<file path="src/rtl/qam_pkg.sv">
// Shared defaults and types for the QAM sample deserializer.
// bit_pos maps the in-word bit counter to a sample bit index for either bit order.
package qam_pkg;
  localparam int SAMPLE_W_DEF = 8;
  localparam int DEPTH_DEF    = 4;

  typedef logic signed [SAMPLE_W_DEF-1:0] sample_t;

  function automatic int bit_pos(input int cnt, input logic lsb, input int w);
    return lsb ? cnt : (w - 1 - cnt);
  endfunction
endpackage

</file>
<file path="src/rtl/qam_sample_deser_if.sv">
// Serial bit stream in, sample valid/ready stream out.
// The slave modport is the deserializer side.
interface qam_sample_deser_if #(
  parameter int SAMPLE_W = 8,
  parameter int DEPTH    = 4
);
  logic                          bit_in;
  logic                          bit_en;
  logic                          bit_last;
  logic                          lsb_first;
  logic signed [SAMPLE_W-1:0]    sample_out;
  logic                          sample_valid;
  logic                          sample_ready;
  logic [$clog2(DEPTH+1)-1:0]    fifo_count;

  modport slave (
    input  bit_in, bit_en, bit_last, lsb_first, sample_ready,
    output sample_out, sample_valid, fifo_count
  );

  modport master (
    output bit_in, bit_en, bit_last, lsb_first, sample_ready,
    input  sample_out, sample_valid, fifo_count
  );
endinterface

</file>
<file path="src/rtl/qam_sample_fifo.sv">
// Synchronous FIFO; a push while full is accepted only when a pop occurs in the same cycle.
// dout reads as zero while empty so the sample output is clean out of reset.
module qam_sample_fifo #(
  parameter int W     = 8,
  parameter int DEPTH = 4,
  localparam int AW   = $clog2(DEPTH),
  localparam int CW   = $clog2(DEPTH+1)
) (
  input  logic          clk,
  input  logic          rst,
  input  logic          push,
  input  logic          pop,
  input  logic [W-1:0]  din,
  output logic [W-1:0]  dout,
  output logic [CW-1:0] count,
  output logic          full,
  output logic          empty
);
  logic [W-1:0]  r_mem [DEPTH];
  logic [AW-1:0] r_wr;
  logic [AW-1:0] r_rd;
  logic [CW-1:0] r_count;
  logic          w_push_ok;
  logic          w_pop_ok;

  assign empty     = (r_count == '0);
  assign full      = (r_count == CW'(DEPTH));
  assign count     = r_count;
  assign dout      = empty ? '0 : r_mem[r_rd];
  assign w_pop_ok  = pop && !empty;
  assign w_push_ok = push && (!full || w_pop_ok);

  always_ff @(posedge clk) begin
    if (w_push_ok) r_mem[r_wr] <= din;
  end

  always_ff @(posedge clk or negedge rst) begin
    if (!rst) begin
      r_wr    <= '0;
      r_rd    <= '0;
      r_count <= '0;
    end else begin
      if (w_push_ok) r_wr <= r_wr + AW'(1);
      if (w_pop_ok)  r_rd <= r_rd + AW'(1);
      case ({w_push_ok, w_pop_ok})
        2'b10:   r_count <= r_count + CW'(1);
        2'b01:   r_count <= r_count - CW'(1);
        default: r_count <= r_count;
      endcase
    end
  end
endmodule

</file>
<file path="src/rtl/qam_sample_deser.sv">
// Serial-to-parallel sample deserializer: bit assembly, framing check and sticky flags,
// feeding a small output FIFO behind a valid/ready handshake.
module qam_sample_deser
  import qam_pkg::*;
#(
  parameter int SAMPLE_W = SAMPLE_W_DEF,
  parameter int DEPTH    = DEPTH_DEF,
  parameter int USE_LAST = 1
) (
  input  logic                 clk,
  input  logic                 rst,
  qam_sample_deser_if.slave    bus,
  output logic                 overflow,
  output logic                 frame_err,
  input  logic                 err_clr
);
  localparam int CNT_W = $clog2(SAMPLE_W);

  logic [CNT_W-1:0]    r_cnt;
  logic [SAMPLE_W-1:0] r_word;
  logic                r_lsb;
  logic                r_ovf;
  logic                r_ferr;

  logic                w_lsb;
  int                  w_pos;
  logic [SAMPLE_W-1:0] w_word;
  logic                w_last_pos;
  logic                w_complete;
  logic                w_ferr_set;
  logic                w_ovf_set;
  logic                w_pop;
  logic                w_full;
  logic                w_empty;
  logic [SAMPLE_W-1:0] w_dout;

  // Bit order comes from the pin only on the first bit; later bits reuse the latched order.
  always_comb begin
    w_lsb  = (r_cnt == '0) ? bus.lsb_first : r_lsb;
    w_pos  = bit_pos(int'(r_cnt), w_lsb, SAMPLE_W);
    w_word = (r_cnt == '0) ? '0 : r_word;
    for (int i = 0; i < SAMPLE_W; i++) begin
      if (i == w_pos) w_word[i] = bus.bit_in;
    end
  end

  assign w_last_pos = (r_cnt == CNT_W'(SAMPLE_W-1));
  assign w_complete = bus.bit_en && w_last_pos && ((USE_LAST == 0) || bus.bit_last);
  assign w_ferr_set = (USE_LAST != 0) && bus.bit_en && (bus.bit_last != w_last_pos);
  assign w_pop      = !w_empty && bus.sample_ready;
  assign w_ovf_set  = w_complete && w_full && !w_pop;

  always_ff @(posedge clk or negedge rst) begin
    if (!rst) begin
      r_cnt  <= '0;
      r_word <= '0;
      r_lsb  <= 1'b1;
      r_ovf  <= 1'b0;
      r_ferr <= 1'b0;
    end else begin
      if (bus.bit_en) begin
        r_word <= w_word;
        r_lsb  <= w_lsb;
        r_cnt  <= (w_last_pos || w_ferr_set) ? '0 : r_cnt + CNT_W'(1);
      end
      if (w_ovf_set)    r_ovf <= 1'b1;
      else if (err_clr) r_ovf <= 1'b0;
      if (w_ferr_set)   r_ferr <= 1'b1;
      else if (err_clr) r_ferr <= 1'b0;
    end
  end

  qam_sample_fifo #(.W(SAMPLE_W), .DEPTH(DEPTH)) u_fifo (
    .clk   (clk),
    .rst   (rst),
    .push  (w_complete),
    .pop   (w_pop),
    .din   (w_word),
    .dout  (w_dout),
    .count (bus.fifo_count),
    .full  (w_full),
    .empty (w_empty)
  );

  assign bus.sample_out   = $signed(w_dout);
  assign bus.sample_valid = !w_empty;
  assign overflow         = r_ovf;
  assign frame_err        = r_ferr;
endmodule

</file>
<file path="src/flat_wrapper.sv">
// flat-port wrapper written by rule: the top's interface ports become plain ports
module qam_sample_deser_flat import qam_pkg::*;
#(
  parameter int SAMPLE_W = SAMPLE_W_DEF,
  parameter int DEPTH    = DEPTH_DEF,
  parameter int USE_LAST = 1
)
  (clk, rst, overflow, frame_err, err_clr, bus_bit_in, bus_bit_en, bus_bit_last, bus_lsb_first, bus_sample_ready, bus_sample_out, bus_sample_valid, bus_fifo_count);
  qam_sample_deser_if #(.SAMPLE_W(SAMPLE_W), .DEPTH(DEPTH)) bus_i ();
  input  logic clk;
  input  logic rst;
  output logic overflow;
  output logic frame_err;
  input  logic err_clr;
  input wire logic [$bits(bus_i.bit_in)-1:0] bus_bit_in;
  input wire logic [$bits(bus_i.bit_en)-1:0] bus_bit_en;
  input wire logic [$bits(bus_i.bit_last)-1:0] bus_bit_last;
  input wire logic [$bits(bus_i.lsb_first)-1:0] bus_lsb_first;
  input wire logic [$bits(bus_i.sample_ready)-1:0] bus_sample_ready;
  output wire logic [$bits(bus_i.sample_out)-1:0] bus_sample_out;
  output wire logic [$bits(bus_i.sample_valid)-1:0] bus_sample_valid;
  output wire logic [$bits(bus_i.fifo_count)-1:0] bus_fifo_count;
  assign bus_i.bit_in = bus_bit_in;
  assign bus_i.bit_en = bus_bit_en;
  assign bus_i.bit_last = bus_bit_last;
  assign bus_i.lsb_first = bus_lsb_first;
  assign bus_i.sample_ready = bus_sample_ready;
  assign bus_sample_out = bus_i.sample_out;
  assign bus_sample_valid = bus_i.sample_valid;
  assign bus_fifo_count = bus_i.fifo_count;
  qam_sample_deser #(.SAMPLE_W(SAMPLE_W), .DEPTH(DEPTH), .USE_LAST(USE_LAST)) u_core (.clk(clk), .rst(rst), .bus(bus_i), .overflow(overflow), .frame_err(frame_err), .err_clr(err_clr));
endmodule
</file>
<file path="config.mk">
export PLATFORM = sky130hd
export DESIGN_NAME = qam_sample_deser_flat
export DESIGN_NICKNAME = d
export VERILOG_FILES = /design/src/rtl/qam_pkg.sv /design/src/rtl/qam_sample_deser_if.sv /design/src/rtl/qam_sample_fifo.sv /design/src/rtl/qam_sample_deser.sv /design/src/flat_wrapper.sv
export SDC_FILE = /design/constraint.sdc
export NUM_CORES = 1
export LEC_CHECK = 0
export ABC_AREA = 1
export CORE_MARGIN = 3
export CORE_UTILIZATION = 53
export DETAILED_ROUTE_END_ITERATION = 7
export GPL_TIMING_DRIVEN = 0
export PLACE_DENSITY = 0.85
export SLEW_MARGIN = 20
export SYNTH_ARGS = -nofsm -noshare
export SYNTH_HDL_FRONTEND = slang
export SYNTH_HIERARCHICAL = 1
export SYNTH_SLANG_ARGS = --single-unit
export TNS_END_PERCENT = 1
</file>
<file path="constraint.sdc">
create_clock -name clk -period 2.1 [get_ports clk]
set_input_delay 0.42 -clock clk [delete_from_list [all_inputs] [get_ports clk]]
set_output_delay 0.42 -clock clk [all_outputs]
set_load 0.1 [all_outputs]
</file>
==> results by group <==
Run status
  – Result of the run: finished, violations left
  – Failing checks: negative setup slack

Detailed routing
  – Remaining routing DRC violations: 0
  – Wire length on met3: 257 um
  – Routed vias/inst: 5.13
  – Via count: 2148
  – Detailed Routing Iterations Pass 1: 4
  – Post-detailed-route wirelength per cell: 14.0 um
  – Highest metal layer used by the detailed router: met4
  – Post-detailed-routing wire length: 5860 um
  – Met2 routed wirelength: 3040 um
  – Detailed router's first-iteration violation count: 89
  – Post-route antenna net violation count: 0
  – Wire length on met1: 2520 um

Place
  – # port buffers: 20
  – HPWL after detailed placement: 4090 um
  – Final RePlAce weighted congestion: 0.797

Die
  – Number of top-level pins: 22
  – Die Span X: 80.2 um
  – Die span in y: 80.2 um
  – Initial cell density of the core: 56.1%
  – Std cell rows: 26
  – Full die area: 6430 sq um
  – Area of the placeable core: 5200 sq um

Worst hold path
  – Worst min-delay path class: in -> reg

Setup path
  – Library cell contributing the largest single delay on the critical path: sky130_fd_sc_hd__dfrtp_4
  – Critical path arrival: 2.38 ns
  – Category of the worst setup path capture point: register
  – Worst Setup Path Type: reg -> reg
  – Highest net fanout along the worst path: 5
  – CP Launch Type: register
  – Delay of the slowest critical-path stage: 0.53 ns
  – Worst endpoint required time: 2.30 ns
  – Cell seen most often among critical-path stages: sky130_fd_sc_hd__inv_2
  – Series of cell instances along the critical path: nor2_4 -> nand2_4 -> clkinv_8 -> clkinvlp_4 -> nand2_2 -> inv_2 -> inv_2 -> nand3_4 -> nand2_8 -> ha_4 -> inv_2 -> fa_2 -> nand2_2 -> nand3_1 -> nand2_1 -> nand2_1

Run
  – MaxCap Viol Count: 0

GRT
  – Initial antenna violation count: 0
  – Pin count of the biggest net entering global routing: 22
  – Global-route wire length before repair: 9520 um
  – Overall fraction of global-route tracks in use: 19.5%
  – Grt total ovfl: 0
  – Vias in the first global route: 2084

Synthesis
  – Synthesized instance count: 318
  – Top cells by area, synth: sky130_fd_sc_hd__edfxtp_1, sky130_fd_sc_hd__dfrtp_1, sky130_fd_sc_hd__nand2_1
  – Library cells used by synthesis: 29
  – Syn Nets: 335
  – Post-synthesis area per instance: 9.18 sq um
  – Total of flip-flops plus latches after synthesis: 53
  – Syn Std Cell Area: 2920 sq um
  – Portion of synthesized cell area occupied by the leading cell type: 32.9%
  – Portion of the post-synthesis area used by sequential elements: 51.0%
  – Cell type with the highest aggregate area in the netlist: sky130_fd_sc_hd__edfxtp_1
  – Synth Warn #: 6

Clock tree
  – TritonCTS clock tree: yes
  – Sink Count: 53
  – Clock root buffer: sky130_fd_sc_hd__clkbuf_8
  – Number of levels in the clock H-tree: 2
  – Maximum buffer depth of the clock tree: 2
  – Total clock buffers created by CTS: 5
  – Clock slew at the register clock pins of the worst setup and hold paths: 0.09 ns
  – Insertion delay to the later sink of the worst-skew pair: 0.31 ns

Cells and area
  – Share of the core filled with cells: 66.3%
  – Fraction of layout cells with a size suffix above 1: 24.4%
  – Number of nets at the end of the flow: 365
  – Area overhead of the layout relative to synthesis: 18.3%
  – Leading cell types in the layout, fill and taps excluded: sky130_fd_sc_hd__nand2_1, sky130_fd_sc_hd__inv_1, sky130_fd_sc_hd__nand3_1
  – Most common cell after layout, fill and taps aside: sky130_fd_sc_hd__nand2_1
  – Total inserted antenna cells: 0

Timing
  – Worst Slack Setup Final: -0.0719 ns
  – Worst max-slew margin expressed relative to the limit: 33.6%
  – Final Hold Fails: 0
  – Tightest Pin Transition: 0.993 ns
  – Number of max-slew violations in the final report: 0
  – Share of the cycle needed by the critical path after routing: 103%
  – Final TNS setup: -0.0989 ns
  – RSZ-0062 raised after global routing: true
  – Max Fclk: 460 MHz
  – Clock skew: 0.00605 ns
  – Final critical path time including I/O delays and setup: 2.17 ns
  – Number of endpoints failing setup at the final stage: 2

Power and ir drop
  – Leakage power summed over all cells: 0.00161 uW
  – Maximum resistive drop on vdd: 0.967 mV
  – Power per cell area: 1500 nW/um^2
-- registers in the layout (all words and copies together), names as in the netlist --
name	cells
u_core/frame_err	1
u_core/u_fifo/r_rd	2
u_core/r_word	8
u_core/overflow	1
u_core/r_lsb	1
u_core/u_fifo/r_wr	2
u_core/u_fifo/count	3
u_core/u_fifo/r_mem	32
u_core/r_cnt	3
-- power breakdown --
group	internal, uW	switching [uW]
Clock	241	343
Combinational	866	2280
Sequential	1330	120
Total	2440	2740
-- path summary, 6_finish.rpt --
| check | startpoint | to | slack, ns | cells past startpoint |
|---|---|---|---|---|
| hold / removal | bus_bit_en | u_core/r_lsb$_DFFE_PN1P_ | 0.30 | 2 |
| hold reg to reg | u_core/r_word[6]$_DFFE_PN0P_ | u_core/r_word[6]$_DFFE_PN0P_ | 0.49 | 2 |
| min in group asynchronous | rst | u_core/r_word[2]$_DFFE_PN0P_ | 0.65 | 1 |
| setup reg to reg | u_core/u_fifo/count[0]$_DFFE_PN0P_ | u_core/u_fifo/count[2]$_DFFE_PN0P_ | -0.07 | 16 |
| setup / recovery | u_core/u_fifo/count[0]$_DFFE_PN0P_ | u_core/u_fifo/count[2]$_DFFE_PN0P_ | -0.07 | 16 |
| max in group asynchronous | rst | u_core/u_fifo/count[0]$_DFFE_PN0P_ | 0.73 | 1 |
-- worst max-delay path, delay by kind of cell (launching register included) --
family	cells	cell delay, ns
flip-flops	1	0.53
buffers and inverters	5	0.28
AND/OR/NAND/NOR	9	0.79
adder cells (fa/ha/maj)	2	0.47
-- timing repair --
item	CTS	global route
setup endpoints to repair	48	43
endpoints found under the hold margin	0	0
pin swaps	1	1
hold buffers	0	0
setup buffers	0	3
resized for setup	61	18
-- layer usage --
metal  GRT usage, %  vias up
li1               -     1082
met1           23.9     1014
met2           35.0       48
met3           3.59        4
met4           5.24        0
met5              0        -
-- cell usage after synthesis --
master	n
sky130_fd_sc_hd__nand2_1	83
sky130_fd_sc_hd__inv_1	52
sky130_fd_sc_hd__nand3_1	40
sky130_fd_sc_hd__edfxtp_1	32
sky130_fd_sc_hd__dfrtp_1	20
sky130_fd_sc_hd__nand3_2	13
sky130_fd_sc_hd__nand2_4	9
sky130_fd_sc_hd__nand4_1	9
sky130_fd_sc_hd__and2_1	8
sky130_fd_sc_hd__ha_1	8
sky130_fd_sc_hd__a21oi_1	7
sky130_fd_sc_hd__nor2_1	7
sky130_fd_sc_hd__inv_2	5
sky130_fd_sc_hd__o21ai_0	4
sky130_fd_sc_hd__buf_6	3
sky130_fd_sc_hd__o21ai_1	3
sky130_fd_sc_hd__nand2_2	2
sky130_fd_sc_hd__xnor2_1	2
sky130_fd_sc_hd__a21oi_2	1
sky130_fd_sc_hd__buf_4	1
sky130_fd_sc_hd__buf_8	1
sky130_fd_sc_hd__clkbuf_8	1
sky130_fd_sc_hd__dfstp_2	1
sky130_fd_sc_hd__fa_1	1
sky130_fd_sc_hd__inv_12	1
sky130_fd_sc_hd__inv_4	1
sky130_fd_sc_hd__inv_6	1
sky130_fd_sc_hd__nor3_1	1
sky130_fd_sc_hd__o22ai_1	1
-- area by class of cell --
cell class	count	area, sq um
tap	70	87.6
buffer	6	70.1
fill	389	1750
inverter	60	262
clock buffer	5	68.8
sequential	53	1500
timing repair buffer	23	228
multi-input combinational	199	1210
clock inverter	3	25.0
-- cells by family (layout without fill, tap and decap cells) --
logic type / after synthesis / after routing / share of synthesized area (%)
DFF: 53 / 53 / 51.0
AOI/OAI and AO/OA: 16 / 16 / 2.91
buffers and inverters: 66 / 97 / 10.8
adders and majority gates: 9 / 9 / 4.12
xor gates and xnor gates: 2 / 2 / 0.600
and+or+nand+nor: 172 / 172 / 30.6
-- metrics by stage --
stage / total power [uW] / instance area, sq um / hold WS [ns] / instances / setup slack [ns]
after detailed placement: 4490 / 3280 / 0.468 / 408 / -0.477
after global placement: 4390 / 3280 / 0.462 / 408 / -0.451
after global routing: 5450 / 3450 / 0.310 / 419 / -0.180
after CTS: 5030 / 3360 / 0.292 / 416 / -0.200
final: 5180 / 3450 / 0.299 / 419 / -0.0719
after floorplan: 3830 / 2990 / 0.124 / 318 / -0.704
Power figures use the tool's default switching activity.
